**src/rtl/spi_txn_ctrl.sv**
```systemverilog
// SPI transaction controller: decodes the control word, runs single or burst
// transfers on one chip-select channel, then strobes register write-back.
module spi_txn_ctrl #(
    parameter int unsigned CNT_W   = 8,
    parameter int unsigned N_CS    = 4,
    parameter int unsigned BURST_W = 4,
    parameter int unsigned TO_W    = 10
) (
    input  logic              clk,
    input  logic              rst,
    input  logic [31:0]       i_data_control,
    input  logic              i_spi_busy,
    input  logic              i_spi_done,
    output logic              o_send,
    output logic              o_clear,
    output logic              WR2D,
    output logic              WR2C,
    output logic              eneable_SPI,
    output logic [N_CS-1:0]   o_cs,
    output logic [CNT_W-1:0]  transac,
    output logic              o_err
);

    typedef enum logic [2:0] {
        S_IDLE,
        S_START,
        S_WAIT,
        S_WB,
        S_HOLD
    } state_t;

    localparam logic [4:0]      LP_NCS    = 5'(N_CS);
    localparam logic [TO_W-1:0] LP_TO_MAX = {TO_W{1'b1}};

    state_t               r_state, w_state_nxt;
    logic                 r_send, w_send_nxt;
    logic                 r_clear, w_clear_nxt;
    logic                 r_wr2d, w_wr2d_nxt;
    logic                 r_wr2c, w_wr2c_nxt;
    logic                 r_en, w_en_nxt;
    logic [N_CS-1:0]      r_cs, w_cs_nxt;
    logic [CNT_W-1:0]     r_transac, w_transac_nxt;
    logic                 r_err, w_err_nxt;
    logic [BURST_W-1:0]   r_remain, w_remain_nxt;
    logic [TO_W-1:0]      r_to, w_to_nxt;

    logic                 w_ctl_send;
    logic                 w_ctl_clr;
    logic [3:0]           w_ctl_chan;
    logic [BURST_W-1:0]   w_ctl_blen;
    logic [N_CS-1:0]      w_onehot;
    logic [TO_W-1:0]      w_to_inc;
    logic                 w_unused;

    assign w_ctl_send = i_data_control[0];
    assign w_ctl_clr  = i_data_control[1];
    assign w_ctl_chan = i_data_control[11:8];
    assign w_ctl_blen = i_data_control[16+BURST_W-1:16];
    assign w_onehot   = N_CS'(1) << w_ctl_chan;
    assign w_to_inc   = r_to + TO_W'(1);
    assign w_unused   = ^{i_data_control[31:16+BURST_W], i_data_control[15:12],
                          i_data_control[7:2]};

    always_comb begin
        // NOTE: every target gets a default first so no path leaves one unassigned (no latches).
        w_state_nxt   = r_state;
        w_send_nxt    = 1'b0;
        w_clear_nxt   = 1'b0;
        w_wr2d_nxt    = 1'b0;
        w_wr2c_nxt    = 1'b0;
        w_en_nxt      = r_en;
        w_cs_nxt      = r_cs;
        w_transac_nxt = r_transac;
        w_err_nxt     = r_err;
        w_remain_nxt  = r_remain;
        w_to_nxt      = r_to;

        unique case (r_state)
            S_IDLE: begin
                w_en_nxt = 1'b0;
                w_cs_nxt = '0;
                if (w_ctl_clr) w_transac_nxt = '0;
                if (w_ctl_send && !i_spi_busy) begin
                    w_remain_nxt = w_ctl_blen;
                    w_err_nxt    = 1'b0;
                    if ({1'b0, w_ctl_chan} >= LP_NCS) begin
                        w_err_nxt   = 1'b1;
                        w_state_nxt = S_WB;
                    end else begin
                        w_cs_nxt    = w_onehot;
                        w_en_nxt    = 1'b1;
                        w_state_nxt = S_START;
                    end
                end
            end
            S_START: begin
                w_send_nxt  = 1'b1;
                w_to_nxt    = '0;
                w_state_nxt = S_WAIT;
            end
            S_WAIT: begin
                // A done pulse wins over a timeout landing in the same cycle.
                if (i_spi_done) begin
                    w_wr2d_nxt    = 1'b1;
                    w_transac_nxt = r_transac + CNT_W'(1);
                    if (r_remain == '0) begin
                        w_state_nxt = S_WB;
                    end else begin
                        w_remain_nxt = r_remain - BURST_W'(1);
                        w_state_nxt  = S_START;
                    end
                end else if (w_to_inc == LP_TO_MAX) begin
                    w_err_nxt   = 1'b1;
                    w_state_nxt = S_WB;
                end else begin
                    w_to_nxt = w_to_inc;
                end
            end
            S_WB: begin
                w_wr2c_nxt  = 1'b1;
                w_clear_nxt = 1'b1;
                w_en_nxt    = 1'b0;
                w_cs_nxt    = '0;
                w_state_nxt = S_HOLD;
            end
            S_HOLD: begin
                if (!w_ctl_send) w_state_nxt = S_IDLE;
            end
            default: w_state_nxt = S_IDLE;
        endcase
    end

    always_ff @(posedge clk) begin
        // NOTE: sequential state uses non-blocking assignments so all registers update together.
        if (rst) begin
            r_state   <= S_IDLE;
            r_send    <= 1'b0;
            r_clear   <= 1'b0;
            r_wr2d    <= 1'b0;
            r_wr2c    <= 1'b0;
            r_en      <= 1'b0;
            r_cs      <= '0;
            r_transac <= '0;
            r_err     <= 1'b0;
            r_remain  <= '0;
            r_to      <= '0;
        end else begin
            r_state   <= w_state_nxt;
            r_send    <= w_send_nxt;
            r_clear   <= w_clear_nxt;
            r_wr2d    <= w_wr2d_nxt;
            r_wr2c    <= w_wr2c_nxt;
            r_en      <= w_en_nxt;
            r_cs      <= w_cs_nxt;
            r_transac <= w_transac_nxt;
            r_err     <= w_err_nxt;
            r_remain  <= w_remain_nxt;
            r_to      <= w_to_nxt;
        end
    end

    assign o_send      = r_send;
    assign o_clear     = r_clear;
    assign WR2D        = r_wr2d;
    assign WR2C        = r_wr2c;
    assign eneable_SPI = r_en;
    assign o_cs        = r_cs;
    assign transac     = r_transac;
    assign o_err       = r_err;

endmodule

```
**config.mk**
```make
export PLATFORM = sky130hd
export DESIGN_NAME = spi_txn_ctrl
export DESIGN_NICKNAME = d
export VERILOG_FILES = /design/src/rtl/spi_txn_ctrl.sv
export SDC_FILE = /design/constraint.sdc
export NUM_CORES = 1
export LEC_CHECK = 0
export CAP_MARGIN = 10
export CELL_PAD_IN_SITES_DETAIL_PLACEMENT = 0
export CELL_PAD_IN_SITES_GLOBAL_PLACEMENT = 1
export CORE_MARGIN = 1.5
export CORE_UTILIZATION = 36
export CTS_CLUSTER_SIZE = 14
export DETAILED_ROUTE_END_ITERATION = 6
export PLACE_DENSITY_LB_ADDON = 0.1
export SLEW_MARGIN = 40
export SYNTH_ARGS = -nofsm -noshare
export SYNTH_HDL_FRONTEND = slang
export SYNTH_SLANG_ARGS = --single-unit
```
**constraint.sdc**
```tcl
create_clock -name clk -period 3.9 [get_ports clk]
set_clock_uncertainty 0.15 [all_clocks]
set_input_delay 0.585 -clock clk [delete_from_list [all_inputs] [get_ports clk]]
set_output_delay 0.585 -clock clk [all_outputs]
set_load 0.01 [all_outputs]
```
* Word-level counts from Yosys, hierarchy flattened
Cells that the tools add are included.
Cells by class: equality and inequality tests 14, reductions and logical operators 13, $mul 0, muxes and demuxes 31, div/mod/pow operators 0, shift-type cells 1, $lt $le $gt $ge 1, bitwise logic cells 1, add/subtract/negate cells 3
Operators with widths (count):
- 10-bit two-way mux | 2
- 4-bit two-way mux | 5
- 10-bit one-hot mux with 2 select lines | 1
- 8-bit two-way mux | 2
- 2-bit != test, second input constant | 8
- 4-bit one-hot mux with 2 select lines | 2
- 8-bit one-hot mux with 2 select lines | 1
- 3-bit one-hot mux with 5 select lines | 1
- 3-bit two-way mux | 4
- 10-bit by 1-bit adder with 10-bit output, second input constant | 1
- 10-bit equality test, second input constant | 1
- 1-bit two-way mux | 9
- 3-bit AND reduction | 3
- 8-bit by 1-bit adder with 8-bit output, second input constant | 1
- 4-bit AND reduction | 2
- 3-bit by 2-bit equality test with 1-bit output, second input constant | 2
- 2-bit nonzero test | 3
- 4-bit by 3-bit >= comparator with 1-bit output, second input constant | 1
- 4-bit zero test | 1
- 2-bit two-way mux | 2
- 1-bit one-hot mux with 2 select lines | 2
- 1-bit by 4-bit << shifter with 4-bit output, first input constant | 1
- 4-bit by 1-bit subtractor with 4-bit output, second input constant | 1
- 3-bit by 1-bit equality test with 1-bit output, second input constant | 1
- 7 further kinds | 7
Word-level totals: memory bits (read-only) 0, register bits after elaboration 34, memories kept 0, latch bits 0, bits of input ports 36, bits in writable memories 0

* Longest topological paths before layout
Gate-level depths: netlist of run 1.
word-level depth 5, mapped depth 8, gate-level depth less buffers 8

* Least setup slack after synthesis of run 1
OpenSTA, ideal clock, no wires.
kind reg2reg, start register r_to[0], end register r_to[6], arrival 2.063 ns, buffers on the path 0, data required time 3.679 ns, setup slack 1.617 ns, cell stages (with the launch flop) 8, path through dfxtp_1 -> ha_1 -> and4b_2 -> a31oi_1 -> o22ai_2 -> a311o_1 -> or4_1 -> a21oi_1
On the way: cells in the longest elaborated chain, start to end 4, elaborated cells between the ends (all ways) 7, classes of those cells add/sub: 1; eq/ne: 2; mux: 3; reduce/logical: 1
RTL lines:
- start, declared | line 45 | logic [TO_W-1:0] r_to, w_to_nxt;
- start signal, assigned | line 158 | r_to <= w_to_nxt;
- 10-bit by 1-bit adder with 10-bit output * | line 60 | assign w_to_inc = r_to + TO_W'(1);
- 10-bit equality test or 10-bit two-way mux (tied branches) | line 112 | end else if (w_to_inc == LP_TO_MAX) begin
- 2-bit != test (no source line) or 10-bit two-way mux (tied branches)
- 3-bit AND reduction (no source line) or 10-bit one-hot mux with 2 select lines (tied branches)
Mark *: on every way between the ends. The rest lies on a longest branch, timed or not. The select of a mux whose other input is x is not followed. A chain may end at the register's enable or synchronous reset.

* Final worst setup path of run 1
start register r_to[1], end register r_to[6]
Same word-level chain as after synthesis.

==> results.yml, run 1 <==
outcome:
  status: "complete, no violations"
floorplanning:
  die_w_microns: 72.73
  dieArea_sq_um: 5290
  rows: 25
  initial_core_util_pct: 37.31
  die_y_microns: 72.73
  core_area_sq_um: 4692
  ios: 54
power_and_ir_drop:
  p_leak_nw: 0.7803
  power_uw: 806.3
  intPower_uw: 592.2
  p_per_area_nw_per_um2: 374.2
  power_frac_comb_pct: 15.8
  switching_share_pct: 26.55
  clockPowerShare_pct: 37.7
  switching_power_uw: 214.1
  ir_drop_mv: 0.1902
  pwr-share-seq_pct: 46.5
final_layout:
  fill_cells: 464
  nets: 278
  drive_gt1_share_pct: 7.113
  diodes: 0
  area_growth_pct: 23.09
  ff_latch_area_sq_um: 680.7
  final_util_pct: 45.92
  final_common_cell: "dfxtp_1"
  multi_input_area_sq_um: 964.7
  most-common-layout-cells: "dfxtp_1 (34), clkdlybuf4s50_1 (30), nor2_1 (27), nand2_1 (17)"
drt:
  wl_microns: 4010
  vias_per_cell: 5.454
  drtPass1Iterations: 4
  drtIter0Drc: 72
  ant_nets: 0
  via_count: 1598
  drc: 0
  wl_per_cell_microns: 13.69
worst_setup_path:
  crit_fanout: 7
  crit_required_ns: 3.96
  worst_setup_path_start_kind: "flip-flop"
  r2r-start: "r_to[1]"
  reg2reg_to: "r_to[6]"
  crit_arrival_ns: 2.57
  r2r_setup_slack_ns: 1.40
  worst_r2r_path_depth: 7
  critPathCaptureType: "flip-flop"
  critical_path_class: "reg2reg"
synth:
  synth_edf_count: 0
  ys_seq_area_share_pct: 38.88
  synth_fp_nets: 251
  ys_types: 44
  postSynth.asyncResetShare_pct: 0
  synthFlopType: "dfxtp_1"
  syn_avg_cell_area_sq_um: 8.296
  yosysWarnings: 0
  synth-seq-cells: 34
  synth.top_cell.area_share_pct: 38.88
  synth.cell_area_sq_um: 1750
  syn_inst: 211
  synth_top_area_cell: "dfxtp_1"
  synth.area.top_cells: "dfxtp_1 (39%), nor2_1 (5.8%), a21oi_1 (4.3%), o21ai_0 (4.3%), nand2_1 (3.6%)"
min_path:
  hold_depth: 2
  hold_path_class: "reg2reg"
  whs_endpoint: "transac[7]"
  min_from: "transac[7]"
sta:
  max-slew-margin-rel_pct: 46.95
  hold_slack_ns: 0.3322
  worstMarginPinSlew_ns: 0.7904
  setup_viol: 0
  hold_viol: 0
  fin_crit_ns: 2.505
  finalCritPeriodShare_pct: 64.22
  final.setup.tns_ns: 0
  max_freq_mhz: 399.3
  slew_viol_final: 0
  rsz0062_at_grt: "no"
global_routing:
  antenna_found_initial: 0
  grt-ovfl-total: 0
  grt_pass1_vias: 1486
  grt_pass1_wl_microns: 6775
  grt_max_degree: 29
  track_usage_pct: 16.81
clock_tree:
  ctsHoldBuffers: 0
  path_clk_slew_ns: 0.07
  postCtsSetupBuffers: 0
  clk_latency_ns: 0.29
  cts_tree: "built"
  cts_resized: 0
  cts_max_level: 2
  clockRootBuffer: "clkbuf_8"
  cts_made_buffers: 5
  max-clock-path-buffers: 2
  clock-sinks: 34
place:
  port_buffers: 31
  dp_hpwl_microns: 2845
  gp_congestion: 0.7477
job:
  cap_violations: 0
-- synthesized netlist by cell type, types with 2 or more instances --
| cell type | n |
|---|---|
| ha_1 | 4 |
| a211oi_1 | 3 |
| and2_1 | 2 |
| nand3_1 | 4 |
| nand2_1 | 17 |
| a21oi_1 | 15 |
| inv_1 | 5 |
| clkbuf_1 | 8 |
| a311oi_1 | 4 |
| and3_1 | 2 |
| dfxtp_1 | 34 |
| nor2b_1 | 4 |
| a32oi_1 | 4 |
| xor2_1 | 5 |
| a31oi_1 | 2 |
| mux2i_1 | 5 |
| or3_1 | 4 |
| o21ai_0 | 15 |
| nand4_1 | 4 |
| o21a_1 | 2 |
| nor3_1 | 12 |
| and3_2 | 2 |
| nand2b_1 | 6 |
| nor2_1 | 27 |
| a41oi_1 | 2 |
-- registers in the layout, summed over array words and instances, names as in the netlist --
name         cells
WR2D             1
eneable_SPI      1
o_cs             4
transac          8
r_state          3
r_remain         4
r_to            10
o_err            1
WR2C             1
o_send           1
-- per-stage QoR --
step	std cells	worst slack, ns	cell area (sq um)
after floorplan	211	1.617	1750
after global placement	285	1.211	2049
after detailed placement	285	1.175	2044
after CTS	293	1.391	2155
after global routing	293	1.215	2155
final	293	1.395	2155
-- kinds of logic (layout without fill, tap and decap cells) --
group	after synthesis	in the layout	share of synthesized area, %
AND/OR/NAND/NOR	91	91	26.23
AO/OA/AOI/OAI	54	54	20.16
flip-flops	34	34	38.88
buffers and inverters	17	45	6.004
XOR/XNOR	6	6	3.002
multiplexers	5	5	2.859
adder cells (fa/ha/maj)	4	4	2.859
-- power by group through the flow --
stage / clock network [mW] / logic [mW] / registers (mW)
3_3_place_gp: 0 / 0.125 / 0.382
3_5_place_dp: 0 / 0.128 / 0.383
2_1_floorplan: 0 / 0.0876 / 0.376
5_1_grt: 0.330 / 0.144 / 0.378
4_1_cts: 0.316 / 0.129 / 0.375
6_report: 0.304 / 0.127 / 0.375
-- cell type report --
class	instances	area share [%]
Inverter	5	0.8711
Multi-Input combinational cell	160	44.77
Sequential cell	34	31.59
Tap cell	54	3.136
Clock buffer	8	5.110
Timing Repair Buffer	32	14.52
-- how the worst max path moves through the flow --
stage                          start      end  cells past startpoint
final                        r_to[1]  r_to[6]                      7
after CTS                    r_to[1]  r_to[6]                      7
after global placement    i_spi_done  r_to[6]                      6
after global routing         r_to[2]  r_to[1]                      6
after floorplan              r_to[0]  r_to[6]                      7
after detailed placement  i_spi_done  r_to[1]                      6
-- metal layers --
layer  global-route usage, %  vias to the layer above  wire length, microns
met4                   8.176                        0                    85
met2                   26.30                       29                  1890
met3                   4.558                        6                   145
li1                        -                      812                     -
met5                       0                        -                     0
met1                   21.41                      751                  1889
-- critical path, cell delays in order (launching register included) --
cell	delay (ns)
dfxtp_1	0.34
ha_1	0.26
and4b_2	0.25
a31oi_1	0.16
o22ai_2	0.15
a311o_1	0.48
or4_1	0.51
a21oi_1	0.13
No activity file was read; power rests on OpenSTA's default activity.
==> inputs of run 2 (changes only) <==
- CORE_UTILIZATION: 36 -> 33
- clock period: 3.9 -> 2.49 ns (I/O delays scaled with it)
==> run 2 against run 1 <==
- wire length rose by 4.6%
- final area rose by 3.9%
- flip-flop and latch count unchanged
- sequential power up 56%
- clock power is 64% higher
- global-route usage shrank 1.3 points
- die area grew 8.7%
- sequential share of layout area down 1.2 points
- via count up 2.6%
- combinational power grew 80%
- clock-buffer cell count is 1 lower
- critical path depth stayed put
- largest power group unchanged
==> results.yml, run 2 (synthesis results as in run 1) <==
drt:
  wl_per_cell_microns: 13.24
  via_count: 1640
  drc: 0
  ant_nets: 0
  drtPass1Iterations: 4
  vias_per_cell: 5.174
  wl_microns: 4196
  drtIter0Drc: 98
place:
  place_ws_ns: 0.1312
  gp_congestion: 0.7946
  place_area_sq_um: 2130
  port_buffers: 31
  dp_hpwl_microns: 2995
sta:
  final.setup.tns_ns: 0
  finalCritPeriodShare_pct: 93.64
  max_freq_mhz: 428.9
  hold_slack_ns: 0.3437
  slew_viol_final: 0
  hold_viol: 0
  worstMarginPinSlew_ns: 0.6428
  rsz0062_at_grt: "no"
  fin_crit_ns: 2.332
  max-slew-margin-rel_pct: 57.01
  setup_viol: 0
  worst_slack_ns: 0.1584
worst_setup_path:
  critical_path_class: "reg2reg"
  worst_setup_path_start_kind: "flip-flop"
  crit_arrival_ns: 2.40
  crit_fanout: 7
  critPathCaptureType: "flip-flop"
  crit_required_ns: 2.55
power_and_ir_drop:
  p_leak_nw: 0.8114
  ir_drop_mv: 0.3020
  p_per_area_nw_per_um2: 585.4
global_routing:
  grt_pass1_vias: 1508
  grt_max_degree: 18
  track_usage_pct: 15.51
  antenna_found_initial: 0
  grt-ovfl-total: 0
  grt_pass1_wl_microns: 6748
clock_tree:
  clock-sinks: 34
  cts_tree: "built"
  cts_made_buffers: 5
  max-clock-path-buffers: 2
  clk_latency_ns: 0.28
  path_clk_slew_ns: 0.07
  cts_max_level: 2
  clockRootBuffer: "clkbuf_8"
outcome:
  status: "complete, no violations"
floorplanning:
  core_area_sq_um: 5107
  die_y_microns: 75.83
  die_w_microns: 75.83
  initial_core_util_pct: 34.27
  rows: 26
  dieArea_sq_um: 5750
  ios: 54
min_path:
  hold_path_class: "reg2reg"
final_layout:
  drive_gt1_share_pct: 9.717
  diodes: 0
  largest_register_ff_count: 10
  area_growth_pct: 27.95
  regMostFlops: "r_to"
  fill_cells: 524
  nets: 286
  ff_latch_area_sq_um: 680.7
  most-common-layout-cells: "dfxtp_1 (34), clkdlybuf4s50_1 (31), nor2_1 (27), nand2_1 (17)"
  final_common_cell: "dfxtp_1"
  final_cell_area_sq_um: 2240
  multi_input_area_sq_um: 968.4
job:
  cap_violations: 0
==> run 2: cell types whose count changed in the layout (fill, tap and decap cells not counted) <==
cell             change
buf_2                -1
ha_2                 +1
ha_1                 -1
and3_2               +1
bufinv_16            +1
buf_4                +8
clkbuf_1             +2
clkbuf_8             -3
and3_1               -1
clkdlybuf4s50_1      +1
==> run 2: critical path, stage by stage (launching register included) <==
cell	delay (ns)
dfxtp_1	0.34
ha_2	0.22
and4b_2	0.23
a31oi_1	0.19
o22ai_2	0.16
a311o_1	0.39
or4_1	0.46
a21oi_1	0.13
==> run 2: timing repair <==
action,CTS,global route
hold buffers,0,0
setup buffers,0,0
setup endpoints to repair,0,2
gates resized for setup,0,2
==> run 2: metrics by stage <==
step	cells	util (%)	power, mW
2_1_floorplan	211	-	0.7264
3_3_place_gp	309	41.70	0.8168
3_5_place_dp	309	41.70	0.8246
4_1_cts	317	43.78	1.328
5_1_grt	317	43.85	1.386
6_report	317	43.85	1.311
==> run 2: final cells by class <==
| type | instances | area share (%) |
|---|---|---|
| clock buffer | 7 | 3.408 |
| sequential | 34 | 30.39 |
| multi-input combinational | 160 | 43.24 |
| inverter | 5 | 0.8380 |
| tap | 70 | 3.911 |
| clock inverter | 1 | 1.341 |
| timing repair buffer | 40 | 16.87 |
==> run 2: path summary, 6_finish.rpt <==
| kind | slack [ns] | end | cells after the start | startpoint |
|---|---|---|---|---|
| min | 0.34 | r_remain[2] | 2 | r_remain[2] |
| min reg2reg | 0.34 | r_remain[2] | 2 | r_remain[2] |
| max | 0.16 | r_to[6] | 7 | r_to[1] |
| max reg2reg | 0.16 | r_to[6] | 7 | r_to[1] |
==> run 2: where the power goes <==
part	internal, mW	switching [mW]	total, mW	leakage [nW]
combinational	0.103	0.125	0.228	0.484
sequential	0.563	0.0211	0.584	0.275
clock	0.300	0.200	0.499	0.0524
total	0.965	0.346	1.31	0.811
==> run 2: routing by layer <==
| metal | GRT usage [%] | share of wire, % | up-vias | routed length (microns) |
|---|---|---|---|---|
| li1 | - | - | 827 | - |
| met1 | 19.65 | 46 | 781 | 1918 |
| met2 | 25.22 | 50 | 30 | 2095 |
| met3 | 4.101 | 3.7 | 2 | 157 |
| met4 | 5.754 | 0.60 | 0 | 25 |
| met5 | 0 | 0 | - | 0 |
